File: src/rtl/traffic_pkg.sv
// traffic_pkg
//   Shared definitions for the demand-driven intersection phase scheduler:
//   - state_e   : phase encoding, also driven out on the debug 'phase' port
//   - LIGHTS_*  : lamp bus patterns {A_red, A_yel, A_grn, B_red, B_yel, B_grn}
//   - ROAD_*    : values of the 1-bit last-road register
//   - lights_of : lamp pattern for a given phase
package traffic_pkg;

  typedef enum logic [2:0] {
    AG  = 3'd0,
    AY  = 3'd1,
    RAB = 3'd2,
    BG  = 3'd3,
    BY  = 3'd4,
    RBA = 3'd5,
    PW  = 3'd6
  } state_e;

  localparam logic [5:0] LIGHTS_AG     = 6'b001100;
  localparam logic [5:0] LIGHTS_AY     = 6'b010100;
  localparam logic [5:0] LIGHTS_BG     = 6'b100001;
  localparam logic [5:0] LIGHTS_BY     = 6'b100010;
  localparam logic [5:0] LIGHTS_ALLRED = 6'b100100;

  localparam logic ROAD_A = 1'b0;
  localparam logic ROAD_B = 1'b1;

  function automatic logic [5:0] lights_of(input state_e s);
    case (s)
      AG:      lights_of = LIGHTS_AG;
      AY:      lights_of = LIGHTS_AY;
      BG:      lights_of = LIGHTS_BG;
      BY:      lights_of = LIGHTS_BY;
      default: lights_of = LIGHTS_ALLRED;  // RAB, RBA, PW
    endcase
  endfunction

endpackage

File: src/rtl/tick_prescaler.sv
// tick_prescaler
//   Free-running divider producing a one-cycle 'tick' every DIV clocks.
//   The counter runs 0..DIV-1; tick is high while it sits at DIV-1, so the
//   first tick lands DIV cycles after reset release.
// Ports:
//   clk   in  system clock
//   clr_n in  asynchronous active-low reset
//   tick  out one-cycle strobe, once per DIV cycles
module tick_prescaler #(
  parameter int DIV = 4
) (
  input  logic clk,
  input  logic clr_n,
  output logic tick
);

  localparam int W = (DIV > 2) ? $clog2(DIV) : 1;
  localparam logic [W-1:0] CNT_LAST = W'(DIV - 1);

  logic [W-1:0] cnt_q, cnt_d;

  assign tick = (cnt_q == CNT_LAST);

  always_comb begin
    cnt_d = tick ? '0 : cnt_q + W'(1);
  end

  always_ff @(posedge clk or negedge clr_n) begin
    if (!clr_n) cnt_q <= '0;
    else        cnt_q <= cnt_d;
  end

endmodule

File: src/rtl/traffic_phase_scheduler.sv
// traffic_phase_scheduler
//   Demand-driven two-road intersection controller with a latched pedestrian
//   request and an emergency preempt. Phase durations are counted in ticks
//   from tick_prescaler; the phase FSM only moves on tick cycles.
// Ports:
//   clk     in  system clock
//   clr_n   in  asynchronous active-low reset
//   car_a   in  vehicle present on road A (level, sampled on ticks)
//   car_b   in  vehicle present on road B (level, sampled on ticks)
//   ped_btn in  pedestrian request, latched every cycle
//   emg_req in  emergency preempt (level, sampled on ticks)
//   emg_dir in  preempt direction, 0 = road A, 1 = road B
//   lights  out {A_red, A_yel, A_grn, B_red, B_yel, B_grn}
//   walk    out pedestrian walk lamp
//   phase   out current state encoding (debug)
module traffic_phase_scheduler
  import traffic_pkg::*;
#(
  parameter int TICK_DIV  = 4,
  parameter int GREEN_MIN = 4,
  parameter int GREEN_MAX = 8,
  parameter int YELLOW    = 2,
  parameter int ALLRED    = 1,
  parameter int WALK      = 3
) (
  input  logic       clk,
  input  logic       clr_n,
  input  logic       car_a,
  input  logic       car_b,
  input  logic       ped_btn,
  input  logic       emg_req,
  input  logic       emg_dir,
  output logic [5:0] lights,
  output logic       walk,
  output logic [2:0] phase
);

  // "N ticks elapsed" is timer == N-1 on a tick. Greens can rest beyond
  // their minimum, so elapsed checks use >= against a saturating timer.
  localparam logic [7:0] GMIN_LAST = 8'(GREEN_MIN - 1);
  localparam logic [7:0] GMAX_LAST = 8'(GREEN_MAX - 1);
  localparam logic [7:0] YEL_LAST  = 8'(YELLOW - 1);
  localparam logic [7:0] AR_LAST   = 8'(ALLRED - 1);
  localparam logic [7:0] WALK_LAST = 8'(WALK - 1);

  logic       tick;
  state_e     state_q, state_d;
  logic [7:0] timer_q, timer_d;
  logic       ped_pend_q, ped_pend_d;
  logic       last_road_q, last_road_d;

  logic       enter;
  logic       emg_a, emg_b;
  logic       ag_exit, bg_exit;

  tick_prescaler #(.DIV(TICK_DIV)) u_prescaler (
    .clk  (clk),
    .clr_n(clr_n),
    .tick (tick)
  );

  assign emg_a = emg_req && (emg_dir == ROAD_A);
  assign emg_b = emg_req && (emg_dir == ROAD_B);

  // A preempt toward the road that is already green pins that green and
  // suppresses every timer-based exit.
  assign ag_exit = !emg_a &&
                   (emg_b || ((timer_q >= GMIN_LAST) && (car_b || ped_pend_q)));
  assign bg_exit = !emg_b &&
                   (emg_a ||
                    (timer_q >= GMAX_LAST) ||
                    ((timer_q >= GMIN_LAST) && (!car_b || car_a || ped_pend_q)));

  always_comb begin
    state_d = state_q;
    if (tick) begin
      case (state_q)
        AG:  if (ag_exit) state_d = AY;
        AY:  if (timer_q >= YEL_LAST) state_d = RAB;
        RAB: if (timer_q >= AR_LAST)
               state_d = (ped_pend_q && !emg_req) ? PW : BG;
        BG:  if (bg_exit) state_d = BY;
        BY:  if (timer_q >= YEL_LAST) state_d = RBA;
        RBA: if (timer_q >= AR_LAST)
               state_d = (ped_pend_q && !emg_req) ? PW : AG;
        PW:  if (timer_q >= WALK_LAST)
               state_d = (last_road_q == ROAD_B) ? BG : AG;
        default: state_d = AG;
      endcase
    end
  end

  assign enter = (state_d != state_q);

  always_comb begin
    timer_d = timer_q;
    if (enter)                        timer_d = '0;
    else if (tick && timer_q != 8'hFF) timer_d = timer_q + 8'd1;
  end

  // A press on the same cycle PW is entered is kept for the next crossing.
  always_comb begin
    ped_pend_d = ped_pend_q;
    if (ped_btn)                      ped_pend_d = 1'b1;
    else if (enter && state_d == PW)  ped_pend_d = 1'b0;
  end

  // Records the green that follows the current all-red, so PW knows where
  // to hand over.
  always_comb begin
    last_road_d = last_road_q;
    if (enter && state_d == RAB) last_road_d = ROAD_B;
    if (enter && state_d == RBA) last_road_d = ROAD_A;
  end

  always_ff @(posedge clk or negedge clr_n) begin
    if (!clr_n) begin
      state_q     <= AG;
      timer_q     <= '0;
      ped_pend_q  <= 1'b0;
      last_road_q <= ROAD_A;
    end else begin
      state_q     <= state_d;
      timer_q     <= timer_d;
      ped_pend_q  <= ped_pend_d;
      last_road_q <= last_road_d;
    end
  end

  assign lights = lights_of(state_q);
  assign walk   = (state_q == PW);
  assign phase  = state_q;

endmodule
File: config.mk
export PLATFORM = sky130hd
export DESIGN_NAME = traffic_phase_scheduler
export DESIGN_NICKNAME = d
export VERILOG_FILES = /design/src/rtl/traffic_pkg.sv /design/src/rtl/tick_prescaler.sv /design/src/rtl/traffic_phase_scheduler.sv
export SDC_FILE = /design/constraint.sdc
export NUM_CORES = 1
export LEC_CHECK = 0
export ABC_AREA = 0
export CAP_MARGIN = 20
export CORE_UTILIZATION = 25
export CTS_BUF_LIST = sky130_fd_sc_hd__clkbuf_16
export CTS_CLUSTER_DIAMETER = 200
export DETAILED_ROUTE_END_ITERATION = 12
export GPL_ROUTABILITY_DRIVEN = 0
export HOLD_SLACK_MARGIN = 0.06
export MAX_ROUTING_LAYER = met4
export REMOVE_ABC_BUFFERS = 1
export SLEW_MARGIN = 20
export SYNTH_ARGS = -nofsm -noshare
export SYNTH_HDL_FRONTEND = slang
export SYNTH_HIERARCHICAL = 1
export SYNTH_SLANG_ARGS = --single-unit
File: constraint.sdc
create_clock -name clk -period 3 [get_ports clk]
set_clock_uncertainty 0.15 [all_clocks]
set_input_delay 0.45 -clock clk [delete_from_list [all_inputs] [get_ports clk]]
set_output_delay 0.45 -clock clk [all_outputs]
set_load 0.01 [all_outputs]
After elaboration in Yosys (flattened, before gate mapping)

Index checks and enable logic that the tools add are counted.

Register bits: 15
Output and inout port bits: 10
Logic and storage cells: 70
Bits of input ports: 7

Mux-type cells: 20
Equal/unequal tests: 12
Magnitude comparators: 5
Add/sub/neg operators: 2
Bitwise operators: 1
Reduce and logical (&&, ||, !) cells: 25

Operator list:

| kind                  | number |
|---|---|
| $mux W3               | 10 |
| $pmux W6 S4           | 1 |
| $pmux W3 S7           | 1 |
| $ge A8 B1 Y1 const B  | 2 |
| $ge A8 B2 Y1 const B  | 2 |
| $mux W8               | 2 |
| $eq A3 B3 Y1 const B  | 5 |
| $logic_and A1 B1 Y1   | 11 |
| $eq A3 B2 Y1 const B  | 3 |
| $add A8 B1 Y8 const B | 1 |
| $ge A8 B3 Y1 const B  | 1 |
| $ne A8 B8 Y1 const B  | 1 |
| $logic_or A1 B1 Y1    | 6 |
| $reduce_bool A2 Y1    | 3 |
| $logic_not A1 Y1      | 4 |
| $mux W1               | 4 |
| $mux W2               | 2 |
| $eq A3 B1 Y1 const B  | 1 |
| $logic_not A3 Y1      | 1 |
| $ne A3 B3 Y1          | 1 |
| $add A2 B1 Y2 const B | 1 |
| $eq A2 B2 Y1 const B  | 1 |
| $not A1 Y1            | 1 |

Depth between registers and ports, before layout

Word-level depth: 13
Depth in mapped cells: 9
Depth with buffers taken out: 9

By module

Netlist, hierarchy kept.

By module, submodules not included:

| module                  | sequential area each (um^2) | area an instance (um^2) | cells each | instances |
|---|---|---|---|---|
| traffic_phase_scheduler | 325.3                       | 1077.3                  | 123        | 1 |
| tick_prescaler          | 50.0                        | 66.3                    | 4          | 1 |

Least setup slack after synthesis

No wires, ideal clock.

Path kind: register to register
Start: register timer_q[1]
End: register timer_q[1]
Required time: 2778 ps
Clock period less this slack: 2291 ps
Stages on the path, launching flop included: 9
Arrival time: 2069 ps
Setup slack: 709 ps
Library setup time: 72 ps
Buffers on the path: 0
Path through: dfrtp_1 > inv_1 > ha_1 > nor4_2 > nand3_1 > a22oi_4 > or4b_1 > a31o_2 > nor2_1

Longest elaborated chain between the ends: 9
Elaborated cells between the ends (all ways): 28
Classes of those cells: add/sub: 1; order compare: 5; eq/ne: 2; mux: 11; reduce/logical: 9

RTL lines:

| element                                       | RTL line                                                                                    | source |
|---|---|---|
| from (decl)                                   | traffic_phase_scheduler.sv:48                                                               | `logic [7:0] timer_q, timer_d;` |
| from (signal assigned)                        | traffic_phase_scheduler.sv:124                                                              | `timer_q <= timer_d;` |
| $ge A8 B3 Y1 or $ge A8 B2 Y1 (tied branches)  | traffic_phase_scheduler.sv:71, traffic_phase_scheduler.sv:68, traffic_phase_scheduler.sv:72 |  |
| $logic_or A1 B1 Y1 (tied with other cells)    | traffic_phase_scheduler.sv:70                                                               | `(emg_a \|\|` |
| $logic_or A1 B1 Y1 (on tied branches)         | traffic_phase_scheduler.sv:71, traffic_phase_scheduler.sv:68                                |  |
| $logic_and A1 B1 Y1 (on tied branches)        | traffic_phase_scheduler.sv:69, traffic_phase_scheduler.sv:67                                |  |
| $mux W3 (on tied branches)                    | traffic_phase_scheduler.sv:82, traffic_phase_scheduler.sv:78                                |  |
| $pmux W3 S7                                   | traffic_phase_scheduler.sv:77                                                               | `case (state_q)` |
| $mux W3                                       | traffic_phase_scheduler.sv:76                                                               | `if (tick) begin` |
| $ne A3 B3 Y1                                  | traffic_phase_scheduler.sv:93                                                               | `assign enter = (state_d != state_q);` |
| $mux W8 or $reduce_bool A2 Y1 (tied branches) | --                                                                                          |  |

Parallel ways exist; a longest one is shown, timed or not. The select of a mux whose other input is x is not followed.
A chain may end at the register's enable or synchronous reset.

Worst setup path in the final report

Start: input port emg_req
End: register timer_q[7]

Longest elaborated chain between the ends: 9
Elaborated cells between the ends (all ways): 22
Classes of those cells: eq/ne: 1; mux: 9; reduce/logical: 12

RTL lines:

| element                                       | RTL line                      | source |
|---|---|---|
| from (decl)                                   | traffic_phase_scheduler.sv:31 | `input logic emg_req,` |
| $logic_and A1 B1 Y1                           | traffic_phase_scheduler.sv:62 | `assign emg_a = emg_req && (emg_dir == ROAD_A);` |
| $logic_or A1 B1 Y1                            | traffic_phase_scheduler.sv:70 |  |
| $logic_or A1 B1 Y1                            | traffic_phase_scheduler.sv:71 | `(timer_q >= GMAX_LAST) \|\|` |
| $logic_and A1 B1 Y1                           | traffic_phase_scheduler.sv:69 | `assign bg_exit = !emg_b &&` |
| $mux W3                                       | traffic_phase_scheduler.sv:82 | `BG: if (bg_exit) state_d = BY;` |
| $pmux W3 S7 *                                 | traffic_phase_scheduler.sv:77 |  |
| $mux W3 *                                     | traffic_phase_scheduler.sv:76 |  |
| $ne A3 B3 Y1 *                                | traffic_phase_scheduler.sv:93 |  |
| $mux W8 or $reduce_bool A2 Y1 (tied branches) | --                            |  |

Mark *: on every way between the ends. The rest lies on a longest branch, timed or not.

==> impl_metrics.json <==
{
  "outcome": "finished, final reports clean",
  "required_ns": 3.02,
  "cp_num_buf_inv": 1,
  "post-route-min-period_ns": 2.59,
  "die_w_um": 69.6,
  "cts_sinks": 15,
  "nets": 158,
  "hpwl_um": 1880,
  "postCtsHoldBufs": 0,
  "period_share": 0.862,
  "netlist_area_mm2": 0.00114,
  "place_inst": 193,
  "syn_to_final_growth_pct": 24.7,
  "slew-limit-headroom": 0.556,
  "crit_chain": "clkdlybuf4s50_1, and2_2, nand4b_1, a32o_1, or4b_1, a31o_2, nor2_1",
  "fmax_mhz": 386,
  "dpl_cell_area_mm2": 0.00135,
  "holdWs_ns": 0.278,
  "num_rows": 24,
  "final_cell_mix": "nor2_1, clkdlybuf4s50_1, dfrtp_1",
  "final_cell_count_no_fill": 197,
  "grt_pass1_wl_um": 4450,
  "min_path_type": "register to register",
  "fin_setup_tns_ns": 0,
  "viasPerCell": 5.05,
  "fin_area_mm2": 0.00143,
  "cts_buffer_depth": 2,
  "avgSynthCellArea_um2": 9.00,
  "tightestPinTransition_ns": 0.664,
  "worstPathMaxFanout": 8,
  "ioPinCount": 17,
  "cts-htree-levels": 1,
  "core_area_mm2": 0.00438,
  "die_h_um": 69.6,
  "drv_cap": 0,
  "ys_ff_latch": 15,
  "rsz0062_at_grt": "no",
  "postCtsSetupRepairBufs": 0,
  "grt_util_all_layers": 0.115,
  "routedWlPerCell_um": 12.4,
  "cts-root-buf": "clkbuf_16",
  "drt_iter0_drc": 48,
  "end_kind": "register",
  "powerDensity_mw_per_mm2": 745,
  "crit_path_top_delay_cell": "clkdlybuf4s50_1",
  "critPathMaxStageDelay_ns": 0.49,
  "clkTransAtPathRegs_ns": 0.04,
  "cts_resized": 0,
  "drive_gt1_frac": 0.124,
  "slew_viol_final": 0,
  "first_global_vias": 965,
  "critPathTopFamily": "simple AND/OR/NAND/NOR gates",
  "start_kind": "input port",
  "yosys_warnings": 6,
  "finalHoldViolCount": 0,
  "setup_viol": 0,
  "postRouteAntennaNets": 0,
  "routed_wl_um": 2450,
  "drt_first_pass_iters": 4,
  "drc": 0,
  "globalRoute.totalOverflow": 0,
  "cts_tree": "done",
  "final_common_cell": "nor2_1",
  "antennaDiodeCount": 0,
  "ys_seq_area_frac": 0.328,
  "worstSkewPairLatency_ns": 0.24,
  "worstSetupPathType": "input port to register",
  "die-area_mm2": 0.00485,
  "postSynthCellCount": 127,
  "cellLeakagePower_nw": 0.615,
  "grt_antenna_before_repair": 0,
  "dr_total_vias": 994,
  "grt_start_max_net_pins": 19,
  "yosysUniqueCellTypes": 45,
  "numCtsBuffers": 3,
  "io_buffer_count": 16,
  "start_util": 0.261,
  "peakVddDrop_uv": 203,
  "arrival_ns": 2.61
}
[synth_stat cells (all sizes together)]
master / instances / share of area
o21bai: 1 / 0.0066
a21oi: 7 / 0.031
nand4b: 1 / 0.0077
inv: 6 / 0.020
nor3b: 2 / 0.013
o31ai: 1 / 0.0066
nor2: 23 / 0.075
and3b: 1 / 0.0077
and2b: 2 / 0.015
dfrtp: 15 / 0.33
o2111ai: 1 / 0.0077
xor2: 5 / 0.038
or2: 2 / 0.011
o211a: 1 / 0.0088
a21o: 1 / 0.0066
a31oi: 1 / 0.0055
ha: 5 / 0.055
o211ai: 3 / 0.020
or4b: 1 / 0.0088
or2b: 1 / 0.0077
xnor2: 2 / 0.015
and4: 1 / 0.0077
o21ai: 2 / 0.0088
a22oi: 1 / 0.019
a31o: 1 / 0.0077
nor4b: 5 / 0.038
a211oi: 1 / 0.0066
buf: 3 / 0.024
nand3b: 1 / 0.0066
o32a: 1 / 0.0088
a32o: 2 / 0.018
nor3: 5 / 0.032
dlygate4sd1: 1 / 0.0077
nand3: 3 / 0.013
nand4: 2 / 0.011
nand2b: 1 / 0.0055
nand2: 4 / 0.013
and3: 3 / 0.018
nor4: 5 / 0.044
and2: 3 / 0.018
[per-stage QoR]
step	power (mW)	util	setup slack [ns]
final	1.06	0.325	0.413
after floorplan	0.613	-	0.709
after detailed placement	0.821	0.307	0.170
after global placement	0.824	0.307	0.210
after CTS	1.08	0.325	0.413
after global routing	1.15	0.325	0.288
[cells by family (layout without fill, tap and decap cells)]
family | after synthesis | count (layout) | share of synthesized area
AOI/OAI and AO/OA | 24 | 24 | 0.160
xor gates and xnor gates | 7 | 7 | 0.0536
adders and majority gates | 5 | 5 | 0.0547
buffers and inverters | 10 | 28 | 0.0514
DFF | 15 | 15 | 0.328
and+or+nand+nor | 66 | 66 | 0.352
[sequential cells by signal (all words and copies together) (netlist names)]
| name | cells |
|---|---|
| u_prescaler/cnt_q | 2 |
| phase | 3 |
| ped_pend_q | 1 |
| last_road_q | 1 |
| timer_q | 8 |
[worst register-to-register path, delay by kind of cell (launching register included)]
family	cells	cell delay, ns
DFF	1	0.41
and+or+nand+nor	4	1.05
AOI/OAI and AO/OA	2	0.52
buffers and inverters	1	0.10
adders and majority gates	1	0.20
[power breakdown]
group | internal [mW] | switching, mW
Combinational | 0.266 | 0.226
Sequential | 0.235 | 0.0843
Clock | 0.176 | 0.0749
[path summary, 6_finish.rpt]
path                                                     start                              to  slack, ns  cells past startpoint
worst min-delay path            u_prescaler/cnt_q[0]$_DFF_PN0_  u_prescaler/cnt_q[0]$_DFF_PN0_       0.28                      1
worst max-delay path                                   emg_req          timer_q[7]$_DFFE_PN0P_       0.41                      7
worst max register to register          timer_q[1]$_DFFE_PN0P_          timer_q[7]$_DFFE_PN0P_       0.50                      8
worst min register to register  u_prescaler/cnt_q[0]$_DFF_PN0_  u_prescaler/cnt_q[0]$_DFF_PN0_       0.28                      1
max in group asynchronous                                clr_n              phase[1]$_DFF_PN0_       1.81                      1
min in group asynchronous                                clr_n          timer_q[6]$_DFFE_PN0P_       0.47                      1
[metal layers]
layer | vias to the layer above | track usage | share of wire
met1 | 466 | 0.145 | 0.49
met5 | - | - | 0
met3 | 7 | 0.0131 | 0.028
li1 | 499 | - | -
met4 | 0 | 0.0711 | 0.036
met2 | 22 | 0.176 | 0.45
[layout make-up]
| type | instances | area (µm²) |
|---|---|---|
| repair buffers | 18 | 175 |
| inverters | 6 | 22.5 |
| fillers | 449 | 2960 |
| clock buffers | 3 | 75.1 |
| flip-flops and latches | 15 | 375 |
| multi-input cells | 102 | 709 |
| well taps | 52 | 65.1 |
| clock inverters | 1 | 3.75 |
No activity file was read; power rests on OpenSTA's default activity.
